$ cat config.mk
export PLATFORM = sky130hd
export DESIGN_NAME = midi_voices_flat
export DESIGN_NICKNAME = d
export VERILOG_FILES = /design/src/rtl/midi_pkg.sv /design/src/rtl/midi_voices_if.sv /design/src/rtl/midi_uart_rx.sv /design/src/rtl/midi_voices.sv /design/src/flat_wrapper.sv
export SDC_FILE = /design/constraint.sdc
export NUM_CORES = 1
export LEC_CHECK = 0
export CORE_ASPECT_RATIO = 0.6
export CORE_MARGIN = 1.5
export CORE_UTILIZATION = 63
export CTS_BUF_LIST = sky130_fd_sc_hd__clkbuf_2 sky130_fd_sc_hd__clkbuf_4 sky130_fd_sc_hd__clkbuf_8
export DETAILED_ROUTE_END_ITERATION = 12
export PLACE_DENSITY = 0.94
export SLEW_MARGIN = 20
export SYNTH_ARGS = -nofsm -noshare
export SYNTH_HDL_FRONTEND = slang
export SYNTH_HIERARCHICAL = 1
export SYNTH_SLANG_ARGS = --single-unit
$ cat constraint.sdc
create_clock -name clk_i -period 5.8 [get_ports clk_i]
set_input_delay 1.16 -clock clk_i [delete_from_list [all_inputs] [get_ports clk_i]]
set_output_delay 1.16 -clock clk_i [all_outputs]
set_load 0.02 [all_outputs]
$ cat src/rtl/midi_pkg.sv
// Shared constants and types for the MIDI voice receiver.
package midi_pkg;

    localparam logic [3:0]  STATUS_NOTE_ON    = 4'h9;
    localparam logic [3:0]  STATUS_NOTE_OFF   = 4'h8;
    localparam logic [7:0]  REALTIME_MIN      = 8'hF8;
    localparam int unsigned DEFAULT_BIT_COUNT = 2080;

    typedef enum logic [1:0] {StIdle, StStart, StData, StStop} rx_state_e;

endpackage

$ cat src/rtl/midi_voices_if.sv
// MIDI line in, voice table out. master = line driver side, slave = receiver.
interface midi_voices_if #(
    parameter int unsigned VOICES = 4
);

    logic                  serial;
    logic                  ready;
    logic                  framing_error;
    logic [7*VOICES-1:0]   key_index;
    logic [7*VOICES-1:0]   key_velocity;
    logic [VOICES-1:0]     key_valid;

    modport master (
        output serial,
        input  ready, framing_error, key_index, key_velocity, key_valid
    );

    modport slave (
        input  serial,
        output ready, framing_error, key_index, key_velocity, key_valid
    );

endinterface

$ cat src/rtl/midi_uart_rx.sv
// 8N1 MIDI byte receiver with a 2-flop input synchroniser.
module midi_uart_rx
    import midi_pkg::*;
#(
    parameter int unsigned BIT_COUNT = DEFAULT_BIT_COUNT
) (
    input  logic       clk_i,
    input  logic       rst_i,
    input  logic       serial_i,
    output logic       byte_valid_o,
    output logic [7:0] byte_data_o,
    output logic       framing_error_o
);

    localparam int unsigned CntW = $clog2(BIT_COUNT);
    localparam logic [CntW-1:0] BitLast  = CntW'(BIT_COUNT - 1);
    localparam logic [CntW-1:0] HalfLast = CntW'(BIT_COUNT / 2 - 1);

    rx_state_e       state_q;
    logic [1:0]      sync_q;
    logic [CntW-1:0] cnt_q;
    logic [2:0]      bit_q;
    logic [7:0]      shift_q;
    logic            valid_q;
    logic            fe_q;
    logic            rx;

    assign rx              = sync_q[1];
    assign byte_valid_o    = valid_q;
    assign byte_data_o     = shift_q;
    assign framing_error_o = fe_q;

    always_ff @(posedge clk_i or posedge rst_i) begin
        if (rst_i) begin
            state_q <= StIdle;
            sync_q  <= 2'b11;
            cnt_q   <= '0;
            bit_q   <= '0;
            shift_q <= '0;
            valid_q <= 1'b0;
            fe_q    <= 1'b0;
        end else begin
            sync_q  <= {sync_q[0], serial_i};
            valid_q <= 1'b0;
            fe_q    <= 1'b0;
            unique case (state_q)
                StIdle: begin
                    if (!rx) begin
                        state_q <= StStart;
                        cnt_q   <= '0;
                    end
                end
                StStart: begin
                    // Re-check mid start bit so short glitches are rejected.
                    if (cnt_q == HalfLast) begin
                        cnt_q   <= '0;
                        bit_q   <= '0;
                        state_q <= rx ? StIdle : StData;
                    end else begin
                        cnt_q <= cnt_q + 1'b1;
                    end
                end
                StData: begin
                    if (cnt_q == BitLast) begin
                        cnt_q   <= '0;
                        shift_q <= {rx, shift_q[7:1]};
                        if (bit_q == 3'd7) state_q <= StStop;
                        else               bit_q   <= bit_q + 1'b1;
                    end else begin
                        cnt_q <= cnt_q + 1'b1;
                    end
                end
                StStop: begin
                    if (cnt_q == BitLast) begin
                        state_q <= StIdle;
                        valid_q <= rx;
                        fe_q    <= !rx;
                    end else begin
                        cnt_q <= cnt_q + 1'b1;
                    end
                end
                default: state_q <= StIdle;
            endcase
        end
    end

endmodule

$ cat src/rtl/midi_voices.sv
// Note-on/off parser with running status and an age-ordered table of held keys.
module midi_voices
    import midi_pkg::*;
#(
    parameter int unsigned BIT_COUNT = DEFAULT_BIT_COUNT,
    parameter int unsigned VOICES    = 4,
    parameter int unsigned CHANNEL   = 0,
    parameter bit          OMNI      = 1'b0
) (
    input  logic          clk_i,
    input  logic          reset_i,
    midi_voices_if.slave  bus
);

    logic       byte_valid;
    logic [7:0] byte_data;
    logic       rx_fe;

    midi_uart_rx #(
        .BIT_COUNT (BIT_COUNT)
    ) u_rx (
        .clk_i           (clk_i),
        .rst_i           (reset_i),
        .serial_i        (bus.serial),
        .byte_valid_o    (byte_valid),
        .byte_data_o     (byte_data),
        .framing_error_o (rx_fe)
    );

    logic       running_q, running_d;
    logic       note_on_q, note_on_d;
    logic       second_q, second_d;
    logic [6:0] note_q, note_d;
    logic       exec;

    always_comb begin
        running_d = running_q;
        note_on_d = note_on_q;
        second_d  = second_q;
        note_d    = note_q;
        exec      = 1'b0;
        if (rx_fe) begin
            running_d = 1'b0;
            second_d  = 1'b0;
        end else if (byte_valid) begin
            if (byte_data >= REALTIME_MIN) begin
                // Realtime bytes leave the parser untouched, even mid-pair.
            end else if (byte_data[7:4] == 4'hF) begin
                running_d = 1'b0;
            end else if (byte_data[7]) begin
                second_d  = 1'b0;
                note_on_d = (byte_data[7:4] == STATUS_NOTE_ON);
                running_d = (byte_data[7:4] == STATUS_NOTE_ON ||
                             byte_data[7:4] == STATUS_NOTE_OFF) &&
                            (OMNI || byte_data[3:0] == 4'(CHANNEL));
            end else if (running_q) begin
                if (!second_q) begin
                    note_d   = byte_data[6:0];
                    second_d = 1'b1;
                end else begin
                    exec     = 1'b1;
                    second_d = 1'b0;
                end
            end
        end
    end

    logic [6:0]        idx_q [VOICES];
    logic [6:0]        idx_d [VOICES];
    logic [6:0]        vel_q [VOICES];
    logic [6:0]        vel_d [VOICES];
    logic [VOICES-1:0] valid_q, valid_d;
    logic              ready_q, ready_d;
    logic              match_found, free_found, is_on;
    int                match_idx, free_idx;
    logic [6:0]        vel_in;

    always_comb begin
        idx_d       = idx_q;
        vel_d       = vel_q;
        valid_d     = valid_q;
        ready_d     = 1'b0;
        match_found = 1'b0;
        match_idx   = 0;
        free_found  = 1'b0;
        free_idx    = 0;
        vel_in      = byte_data[6:0];
        is_on       = note_on_q && (vel_in != 7'd0);
        for (int i = 0; i < VOICES; i++) begin
            if (!match_found && valid_q[i] && idx_q[i] == note_q) begin
                match_found = 1'b1;
                match_idx   = i;
            end
            if (!free_found && !valid_q[i]) begin
                free_found = 1'b1;
                free_idx   = i;
            end
        end
        if (exec && is_on) begin
            ready_d = 1'b1;
            for (int i = 0; i < VOICES; i++) begin
                if (match_found) begin
                    if (i == match_idx) vel_d[i] = vel_in;
                end else if (free_found) begin
                    if (i == free_idx) begin
                        idx_d[i]   = note_q;
                        vel_d[i]   = vel_in;
                        valid_d[i] = 1'b1;
                    end
                end else if (i < VOICES - 1) begin
                    idx_d[i] = idx_q[i+1];
                    vel_d[i] = vel_q[i+1];
                end else begin
                    idx_d[i] = note_q;
                    vel_d[i] = vel_in;
                end
            end
        end else if (exec && match_found) begin
            ready_d = 1'b1;
            for (int i = 0; i < VOICES - 1; i++) begin
                if (i >= match_idx) begin
                    idx_d[i]   = idx_q[i+1];
                    vel_d[i]   = vel_q[i+1];
                    valid_d[i] = valid_q[i+1];
                end
            end
            idx_d[VOICES-1]   = '0;
            vel_d[VOICES-1]   = '0;
            valid_d[VOICES-1] = 1'b0;
        end
    end

    always_ff @(posedge clk_i or posedge reset_i) begin
        if (reset_i) begin
            running_q <= 1'b0;
            note_on_q <= 1'b0;
            second_q  <= 1'b0;
            note_q    <= '0;
            valid_q   <= '0;
            ready_q   <= 1'b0;
            for (int i = 0; i < VOICES; i++) begin
                idx_q[i] <= '0;
                vel_q[i] <= '0;
            end
        end else begin
            running_q <= running_d;
            note_on_q <= note_on_d;
            second_q  <= second_d;
            note_q    <= note_d;
            valid_q   <= valid_d;
            ready_q   <= ready_d;
            idx_q     <= idx_d;
            vel_q     <= vel_d;
        end
    end

    for (genvar g = 0; g < VOICES; g++) begin : g_pack
        assign bus.key_index[7*g +: 7]    = idx_q[g];
        assign bus.key_velocity[7*g +: 7] = vel_q[g];
    end

    assign bus.key_valid     = valid_q;
    assign bus.ready         = ready_q;
    assign bus.framing_error = rx_fe;

endmodule

$ cat src/flat_wrapper.sv
// flat-port wrapper written by rule: the top's interface ports become plain ports
module midi_voices_flat import midi_pkg::*;
#(
    parameter int unsigned BIT_COUNT = DEFAULT_BIT_COUNT,
    parameter int unsigned VOICES    = 4,
    parameter int unsigned CHANNEL   = 0,
    parameter bit          OMNI      = 1'b0
)
  (clk_i, reset_i, bus_serial, bus_ready, bus_framing_error, bus_key_index, bus_key_velocity, bus_key_valid);
  midi_voices_if #(.VOICES(VOICES)) bus_i ();
  input  logic clk_i;
  input  logic reset_i;
  input wire logic [$bits(bus_i.serial)-1:0] bus_serial;
  output wire logic [$bits(bus_i.ready)-1:0] bus_ready;
  output wire logic [$bits(bus_i.framing_error)-1:0] bus_framing_error;
  output wire logic [$bits(bus_i.key_index)-1:0] bus_key_index;
  output wire logic [$bits(bus_i.key_velocity)-1:0] bus_key_velocity;
  output wire logic [$bits(bus_i.key_valid)-1:0] bus_key_valid;
  assign bus_i.serial = bus_serial;
  assign bus_ready = bus_i.ready;
  assign bus_framing_error = bus_i.framing_error;
  assign bus_key_index = bus_i.key_index;
  assign bus_key_velocity = bus_i.key_velocity;
  assign bus_key_valid = bus_i.key_valid;
  midi_voices #(.BIT_COUNT(BIT_COUNT), .VOICES(VOICES), .CHANNEL(CHANNEL), .OMNI(OMNI)) u_core (.clk_i(clk_i), .reset_i(reset_i), .bus(bus_i));
endmodule
; Word level (Yosys, flattened, before mapping)
; Cells that the tools add are included.
[word_totals]
regBits = 100
ram_bits = 0
out_inout_bits = 62
mem_bits_ro = 0
n_memories = 0
latch_bits = 0
[op_classes]
n_lt_le_gt_ge = 4
add_sub_neg = 2
bitwise = 5
div = 0
n_shift = 0
reduce_logical = 57
eq_ne = 46
mul = 0
muxes = 110
[ops]
columns = op, count
row1 = 2-to-1 mux 7 bit, 34
row2 = 2-to-1 mux 28 bit, 4
row3 = zero test 32 bit, 2
row4 = 2-to-1 mux 1 bit, 50
row5 = 2-to-1 mux 12 bit, 4
row6 = case mux 12 bit (4 select lines), 1
row7 = AND reduction 4 bit, 9
row8 = == test 7 bit, 4
row9 = "!= test 2 bit, second input constant", 14
row10 = AND reduction 5 bit, 5
row11 = "!= test 3 bit, second input constant", 8
row12 = 2-to-1 mux 2 bit, 10
row13 = "!= test 4 x 3 -> 1 bit, second input constant", 4
row14 = logical AND 1 bit, 14
row15 = "adder 12 x 1 -> 12 bit, second input constant", 1
row16 = "== test 12 x 11 -> 1 bit, second input constant", 1
row17 = "== test 12 bit, second input constant", 1
row18 = "== test 4 bit, second input constant", 3
row19 = nonzero test 2 bit, 6
row20 = zero test 1 bit, 9
row21 = 2-to-1 mux 3 bit, 3
row22 = AND reduction 3 bit, 3
row23 = "== test 2 bit, first input constant", 4
row24 = "greater-or-equal comparator 8 bit, second input constant", 1
row25 = 19 further kinds, 29

; Longest topological paths before layout
; Gate-level depths: netlist of the first run.
[depth]
ltp_word = 19
ltp_mapped = 10
ltp_nobuf = 7

; Modules after synthesis
; The synthesis of the first run kept the hierarchy.
[by_module_without_submodules]
columns = mod, n_inst, seq_area_each_um2, area_each_um2, cells_per_inst
row1 = midi_voices, 1, 1776.7, 4025.1, 387
row2 = midi_uart_rx, 1, 728.2, 1516.5, 142

; Worst setup path after synthesis of the first run
; OpenSTA, ideal clock, no wires.
[synth_path]
kind = register -> register
start = register u_core.valid_q[0], in the netlist u_core/bus.key_valid[0]
end = register u_core.vel_q (netlist bit u_core/bus.key_velocity[0])
stages_incl_launch_ff = 10
path_buffers = 3
slack_ns = 3.284
required_time_ns = 5.672
setup_ns = 0.128
t_arrival_ns = 2.388
cell_sequence = dfrtp_1 > clkbuf_1 > nand4_1 > nor2_1 > or4_1 > buf_6 > o21ai_4 > buf_6 > mux2_1 > mux2_1
[synth_between]
elab_chain_len = 17
word_cells_on_any_way = 41
[synth_rtl]
columns = item, line
row1 = start: declaration, midi_voices.sv:72  ; logic [VOICES-1:0] valid_q, valid_d;
row2 = start signal: assignment, midi_voices.sv:150  ; valid_q <= valid_d;
row3 = logical AND 1 bit, midi_voices.sv:90  ; if (!match_found && valid_q[i] && idx_q[i] == note_q) begin
row4 = 2-to-1 mux 1 bit, midi_voices.sv:90
row5 = zero test 1 bit, midi_voices.sv:90
row6 = logical AND 1 bit (2 in series), midi_voices.sv:90
row7 = 2-to-1 mux 1 bit, midi_voices.sv:90
row8 = zero test 1 bit, midi_voices.sv:90
row9 = logical AND 1 bit (2 in series), midi_voices.sv:90
row10 = 2-to-1 mux 1 bit, midi_voices.sv:90
row11 = zero test 1 bit, midi_voices.sv:90
row12 = logical AND 1 bit (2 in series), midi_voices.sv:90
row13 = 2-to-1 mux 2 bit / 2-to-1 mux 1 bit (equally long branches), midi_voices.sv:90
row14 = zero test 32 bit (tied with other cells), midi_voices.sv:103  ; if (i == match_idx) vel_d[i] = vel_in;
row15 = != test 3 bit (no source line) / nonzero test 2 bit (equally long branches), -
row16 = AND reduction 4 bit (no source line), -
row17 = end signal: assignment, midi_voices.sv:153  ; vel_q <= vel_d;
row18 = end: declaration, midi_voices.sv:70  ; logic [6:0] vel_q [VOICES];
; Several ways; a longest one is shown, not always the timed one.
; A chain may end at the register's enable or synchronous reset.

; Worst setup path in the final report of the first run
[layout_path]
start = register u_core.note_q[1]
end = register u_core.vel_q (netlist bit u_core/bus.key_velocity[17])
[layout_between]
elab_chain_len = 18
word_cells_on_any_way = 31
[layout_rtl]
columns = item, line
row1 = start: declaration, midi_voices.sv:33  ; logic [6:0] note_q, note_d;
row2 = start signal: assignment, midi_voices.sv:149  ; note_q <= note_d;
row3 = == test 7 bit, midi_voices.sv:90
row4 = logical AND 1 bit, midi_voices.sv:90
row5 = 2-to-1 mux 1 bit, midi_voices.sv:90
row6 = zero test 1 bit, midi_voices.sv:90
row7 = logical AND 1 bit (2 in series), midi_voices.sv:90
row8 = 2-to-1 mux 1 bit, midi_voices.sv:90
row9 = zero test 1 bit, midi_voices.sv:90
row10 = logical AND 1 bit (2 in series), midi_voices.sv:90
row11 = 2-to-1 mux 1 bit, midi_voices.sv:90
row12 = zero test 1 bit, midi_voices.sv:90
row13 = logical AND 1 bit (2 in series), midi_voices.sv:90
row14 = 2-to-1 mux 2 bit / 2-to-1 mux 1 bit (equally long branches), midi_voices.sv:90
row15 = greater-or-equal comparator 2 bit (tied with other cells), midi_voices.sv:121  ; if (i >= match_idx) begin
row16 = nonzero test 2 bit (no source line) / != test 3 bit (equally long branches), -
row17 = AND reduction 4 bit (no source line), -
; Several ways; a longest one is shown, not always the timed one.

==> reports/qor.yml, run 1 <==
crit_arrival_ns: 3.45
skew_ns: 0.0143
rows: 26
cts_hold_buf: 0
areaGrowthSynthToFinish_pct: 14.7
synth_compound_area_share_pct: 9.62
path_class: "reg2reg"
outcome: "completed"
track_usage_pct: 30.7
grt_max_degree: 72
synth_top_area_share_pct: 44.3
synth.avg_cell_area_sq_um: 10.5
hp-start: "u_core/u_rx/sync_q[0]"
die_y_um: 75.6
critPathCaptureType: "register"
clk_path_buf_depth: 2
m1WireLength_um: 6130
dp_hpwl_um: 9700
clock_sinks: 100
top_layer: "met4"
synthArstFlopShare_pct: 100
grt_overflow_total: 0
wl_per_cell_um: 19.6
yosysTopAreaCell: "dfrtp_1"
syn_area_sq_um: 5540
clkTransAtPathRegs_ns: 0.10
post-route-period-util_pct: 54.7
peakVddDrop_mv: 0.151
antenna_found_initial: 0
r2r_slack_ns: 2.63
drt_pass1_iterations: 5
finalSetupViolCount: 0
portBuffers: 64
synthCells: 529
vias_per_cell: 6.26
crit_required_ns: 6.07
synthAdderAreaFrac_pct: 0.677
nets: 585
wl_met2_um: 6290
hold_class: "reg2reg"
ys.flop_type: "dfrtp_1"
yosysWarnings: 6
worst_pin_slew_ns: 0.924
rsz0062_at_grt: "false"
synthTopCellsByArea: "dfrtp_1 44%, mux2_2 7.9%, mux2_1 5.7%"
wl_met3_um: 1040
finalSetupTns_ns: 0
worst-r2r-cell-count: 7
fmax_ghz: 0.315
gp_congestion: 0.985
slew_headroom_pct: 37.9
synth_top_family_by_area: "simple AND/OR/NAND/NOR gates"
r2r-start: "u_core/note_q[1]"
ys_top_cells_by_count: "98 x dfrtp_1, 81 x nand2_1, 39 x mux2_2"
seq_area_frac_synth_pct: 45.2
crit_path_end: "u_core/bus.key_velocity[17]"
start_util_pct: 65.0
p_per_area_nw_per_um2: 181
cts_buffers: 9
synth-seq-cells: 100
dieArea_sq_um: 9390
critPathMaxFanout: 21
clk-insertion-delay-late_ns: 0.39
vias: 4358
power.leakage_nw: 2.91
synth_edf_count: 0
core_sq_um: 8520
yosysMostFrequentCell: "dfrtp_1"
finalHoldViolCount: 0
die_w_um: 124
drc: 0
drive_above_1_share_pct: 15.4
grt_pass1_wl_um: 21400
layout_min_cycle_time_ns: 3.17
fin_util_pct: 74.6
yosys.area_share.xor_xnor_pct: 5.37
grt_pass1_vias: 4126
yosys.area_share.simple_pct: 18.5
h-tree-depth: 3
drt_iter0_drc: 407
crit_start: "u_core/note_q[1]"
cts_root_buf: "clkbuf_8"
synthMuxAreaShare_pct: 16.4
antennaDiodeCount: 0
synth_fp_nets: 535
cts_tree: "done"
yosysUniqueCellTypes: 71
cts.repair.resized: 0
drtAntennaViolNets: 0
start_kind: "register"
io_pins: 65
n_fill_cell: 589
slew_viol_final: 0
max_cap_viol_count: 0
postCtsSetupRepairBufs: 0
r2r_end: "u_core/bus.key_velocity[17]"
drt_wl_total_um: 13600
registers in the layout, indices dropped and copies added (netlist names), named ones only:
signal                       count
u_core/bus.key_index            28
u_core/bus.key_valid             4
u_core/bus.key_velocity         28
u_core/bus.ready                 1
u_core/note_on_q                 1
u_core/note_q                    7
u_core/running_q                 1
u_core/second_q                  1
u_core/u_rx/bit_q                3
u_core/u_rx/byte_data_o          8
u_core/u_rx/byte_valid_o         1
u_core/u_rx/cnt_q               12
u_core/u_rx/framing_error_o      1
u_core/u_rx/state_q              1
u_core/u_rx/sync_q               2
per-layer routing:
metal  track usage, %  vias to the layer above
met1             44.6                     2149
met2             47.7                      205
met3             6.66                       25
met4             7.20                        0
met5                0                        -
li1                 -                     1979
cell usage in the layout, fill, tap and decap left out, types with 15 or more instances in the layout:
cell             netlist  routed
dfrtp_1               98      98
nand2_1               81      81
clkdlybuf4s50_1        0      64
mux2_2                39      39
nor2_1                33      33
xnor2_1               30      30
mux2_1                28      28
nand4_1               21      21
inv_1                 19      17
a21oi_1               15      15
o21ai_0               15      15
cells by family after synthesis:
logic type,count (synthesis)
compound gates,72
fa+ha+maj,3
xor+xnor,34
flops,100
simple gates,197
buf+inv,45
mux,78
per-stage QoR:
step | instances | instance area (sq um) | total power, mW | hold slack (ns) | setup slack [ns]
6_report | 696 | 6360 | 1.15 | 0.362 | 2.63
5_1_grt | 696 | 6360 | 1.19 | 0.369 | 2.56
4_1_cts | 696 | 6360 | 1.16 | 0.361 | 2.69
3_5_place_dp | 680 | 6170 | 0.729 | 0.347 | 2.74
3_3_place_gp | 680 | 6170 | 0.728 | 0.346 | 2.83
2_1_floorplan | 529 | 5540 | 0.723 | 0.345 | 2.84
worst max-delay path, cell delays in order (launching register included):
cell and delay, ns:
dfrtp_1 0.50, xnor2_1 0.22, nand4_1 0.13, nor2_1 0.08, or4_1 0.75, o21ai_4 0.67, mux2_1 0.40, mux2_1 0.31
power by group:
part / leakage [nW] / switching (mW) / total (mW) / internal (mW)
Sequential: 1.38 / 0.000623 / 0.699 / 0.698
Combinational: 1.44 / 0.0135 / 0.0155 / 0.00199
Clock: 0.0955 / 0.259 / 0.437 / 0.179
Total: 2.91 / 0.273 / 1.15 / 0.879
worst min-delay path by stage:
stage,endpoint,slack [ns],depth (start not counted)
floorplan,u_core/u_rx/sync_q[1],0.35,0
global placement,u_core/u_rx/sync_q[1],0.35,0
detailed placement,u_core/u_rx/sync_q[1],0.35,0
CTS,u_core/u_rx/sync_q[1],0.36,0
global route,u_core/u_rx/sync_q[1],0.37,0
finish,u_core/u_rx/sync_q[1],0.36,0
final cells by class:
cell class | count | area (sq um) | share of cell area, %
Clock buffer | 11 | 145 | 2.28
Clock inverter | 5 | 45.0 | 0.709
Inverter | 19 | 71.3 | 1.12
Multi-Input combinational cell | 384 | 2800 | 44.1
Sequential cell | 100 | 2500 | 39.4
Tap cell | 112 | 140 | 2.20
Timing Repair Buffer | 65 | 648 | 10.2
No activity file was read; power rests on OpenSTA's default activity.
==> run 2, diff against run 1 <==
--- a/config.mk
+++ b/config.mk
@@ -7,10 +7,10 @@
 export LEC_CHECK = 0
 export CORE_ASPECT_RATIO = 0.6
 export CORE_MARGIN = 1.5
-export CORE_UTILIZATION = 63
+export CORE_UTILIZATION = 53
 export CTS_BUF_LIST = sky130_fd_sc_hd__clkbuf_2 sky130_fd_sc_hd__clkbuf_4 sky130_fd_sc_hd__clkbuf_8
 export DETAILED_ROUTE_END_ITERATION = 12
-export PLACE_DENSITY = 0.94
+export PLACE_DENSITY = 0.85
 export SLEW_MARGIN = 20
 export SYNTH_ARGS = -nofsm -noshare
 export SYNTH_HDL_FRONTEND = slang
==> constraint.sdc (replaced) <==
create_clock -name clk_i -period 2.65 [get_ports clk_i]
set_input_delay 0.53 -clock clk_i [delete_from_list [all_inputs] [get_ports clk_i]]
set_output_delay 0.53 -clock clk_i [all_outputs]
set_load 0.02 [all_outputs]
==> reports/qor.yml, run 2 (synthesized netlist as in run 1, its figures left out) <==
finalHoldViolCount: 0  # unchanged
met3_usage_pct: 7.39  # was 6.66%
nets: 621  # was 585
min_path_cells: 0  # unchanged
skew_ns: 0.00795  # was 0.0143 ns
layout_common_cells: "93 x dfrtp_1, 81 x nand2_1, 64 x clkdlybuf4s50_1"  # was 98 x dfrtp_1, 81 x nand2_1, 64 x clkdlybuf4s50_1
antennaDiodeCount: 0  # unchanged
place_area_sq_um: 6490  # was 6170 sq um
slew_viol_final: 0  # unchanged
hp-start: "u_core/u_rx/sync_q[0]"  # unchanged
grt_max_degree: 32  # was 72
post-route-period-util_pct: 98.0  # was 54.7%
max_stage_delay_ns: 0.55  # was 0.75 ns
crit_arrival_ns: 2.86  # was 3.45 ns
cts_root_buf: "clkbuf_8"  # unchanged
dieArea_sq_um: 11100  # was 9390 sq um
path_class: "reg2reg"  # unchanged
critPathMaxFanout: 11  # was 21
start_util_pct: 55.3  # was 65.0%
r2r_slack_ns: 0.05  # was 2.63 ns
vias_per_cell: 5.90  # was 6.26
cpMostUsedCell: "mux2_1"  # unchanged
drt_iter0_drc: 402  # was 407
gr-max-usage-layer: "met2"  # unchanged
clk_path_buf_depth: 2  # unchanged
io_pins: 65  # unchanged
worst_pin_slew_ns: 0.888  # was 0.924 ns
grt_pass1_wl_um: 22900  # was 21,400 um
clock_sinks: 100  # unchanged
vias: 4452  # was 4,358
cts_buffers: 9  # unchanged
max_cap_viol_count: 0  # unchanged
drive_above_1_share_pct: 23.2  # was 15.4%
finalSetupViolCount: 0  # unchanged
use_met1_pct: 38.1  # was 44.6%
min_to: "u_core/u_rx/sync_q[1]"  # unchanged
finalPower_mw: 2.62  # was 1.15 mW
p_per_area_nw_per_um2: 384  # was 181 nW/um^2
finalSetupTns_ns: 0  # unchanged
worst-r2r-cell-count: 8  # was 7
rsz0062_at_grt: "true"  # was false
drt_wl_total_um: 14400  # was 13,600 um
r2r_end: "u_core/bus.key_velocity[20]"  # was u_core/bus.key_velocity[17]
grt_overflow_total: 0  # unchanged
final_common_cell: "dfrtp_1"  # unchanged
start_kind: "register"  # unchanged
gp_congestion: 0.928  # was 0.985
die_y_um: 82.2  # was 75.6 um
outcome: "completed"  # unchanged
track_usage_pct: 27.3  # was 30.7%
grt_pass1_vias: 4317  # was 4,126
antenna_found_initial: 0  # unchanged
areaGrowthSynthToFinish_pct: 23.3  # was 14.7%
dp_hpwl_um: 10600  # was 9700 um
core_sq_um: 10000  # was 8520 sq um
die_w_um: 135  # was 124 um
slew_headroom_pct: 40.3  # was 37.9%
r2r-start: "u_core/note_q[5]"  # was u_core/note_q[1]
crit_required_ns: 2.91  # was 6.07 ns
critPathCaptureType: "register"  # unchanged
finalInstanceArea_sq_um: 6830  # was 6360 sq um
wl_per_cell_um: 19.1  # was 19.6 um
power.leakage_nw: 3.14  # was 2.91 nW
rows: 28  # was 26
drtAntennaViolNets: 0  # unchanged
worstPathCellList: "xnor2_1 > nand4_1 > nor2_2 > or4_4 > o21ai_4 > buf_12 > mux2_1 > mux2_1"  # was xnor2_1 > nand4_1 > nor2_1 > or4_1 > o21ai_4 > mux2_1 > mux2_1
cts_hold_buf: 0  # unchanged
cp_num_buf_inv: 1  # was 0
grtUsageMet2_pct: 42.7  # was 47.7%
peakVddDrop_mv: 0.262  # was 0.151 mV
h-tree-depth: 3  # unchanged
fin_util_pct: 68.2  # was 74.6%
layout_min_cycle_time_ns: 2.60  # was 3.17 ns
hold_class: "reg2reg"  # unchanged
clk-insertion-delay-late_ns: 0.37  # was 0.39 ns
cts_tree: "done"  # unchanged
drc: 0  # unchanged
crit_slowest_cell: "or4_4"  # was or4_1
drt_pass1_iterations: 5  # unchanged
critPathTopFamily: "simple AND/OR/NAND/NOR gates"  # unchanged
clkTransAtPathRegs_ns: 0.10  # about the same
fmax_ghz: 0.385  # was 0.315 GHz
portBuffers: 64  # unchanged
## run 2: layout make-up
class                           instances  area (sq um)
Sequential cell                       100          2510
Tap cell                              135           169
Multi-Input combinational cell        384          2880
Clock buffer                           11           151
Clock inverter                          5          66.3
Fill cell                             764          3190
Timing Repair Buffer                  101           986
Inverter                               19          71.3
## run 2: worst max path at each step
| stage | from | end | slack [ns] | depth (start not counted) |
|---|---|---|---|---|
| finish | u_core/note_q[5] | u_core/bus.key_velocity[20] | 0.05 | 8 |
| global route | u_core/note_q[3] | u_core/bus.key_velocity[19] | -0.02 | 8 |
| CTS | u_core/note_q[3] | u_core/bus.key_velocity[2] | 0.03 | 8 |
| detailed placement | u_core/note_q[3] | u_core/bus.key_velocity[17] | -0.08 | 8 |
| global placement | u_core/note_q[3] | u_core/bus.key_velocity[3] | -0.03 | 8 |
| floorplan | u_core/bus.key_valid[0] | u_core/bus.key_velocity[0] | 0.13 | 9 |
## run 2: metal layers
layer / up-vias / part of all wire, % / routed length, um
li1: 2060 / - / -
met1: 2183 / 45 / 6450
met2: 193 / 46 / 6570
met3: 16 / 8.8 / 1270
met4: 0 / 1.0 / 147
met5: - / 0 / 0
## run 2: timing repair
item                                    in CTS  in global routing
gates resized for setup                      8                 16
pin swaps                                    1                  1
buffers inserted                             0                  1
gates cloned                                 1                  0
endpoints found under the setup margin      18                 31
## run 2: metrics by stage
stage	setup slack, ns	hold WS (ns)	instances
2_1_floorplan	0.134	0.345	529
3_3_place_gp	-0.0307	0.347	737
3_5_place_dp	-0.0788	0.351	737
4_1_cts	0.0261	0.366	754
5_1_grt	-0.0200	0.368	755
6_report	0.0532	0.363	755
## run 2: power breakdown
group | internal [mW] | switching [mW] | total, mW
sequential | 1.53 | 0.00154 | 1.53
clock | 0.502 | 0.549 | 1.05
combinational | 0.00924 | 0.0318 | 0.0411
total | 2.04 | 0.583 | 2.62
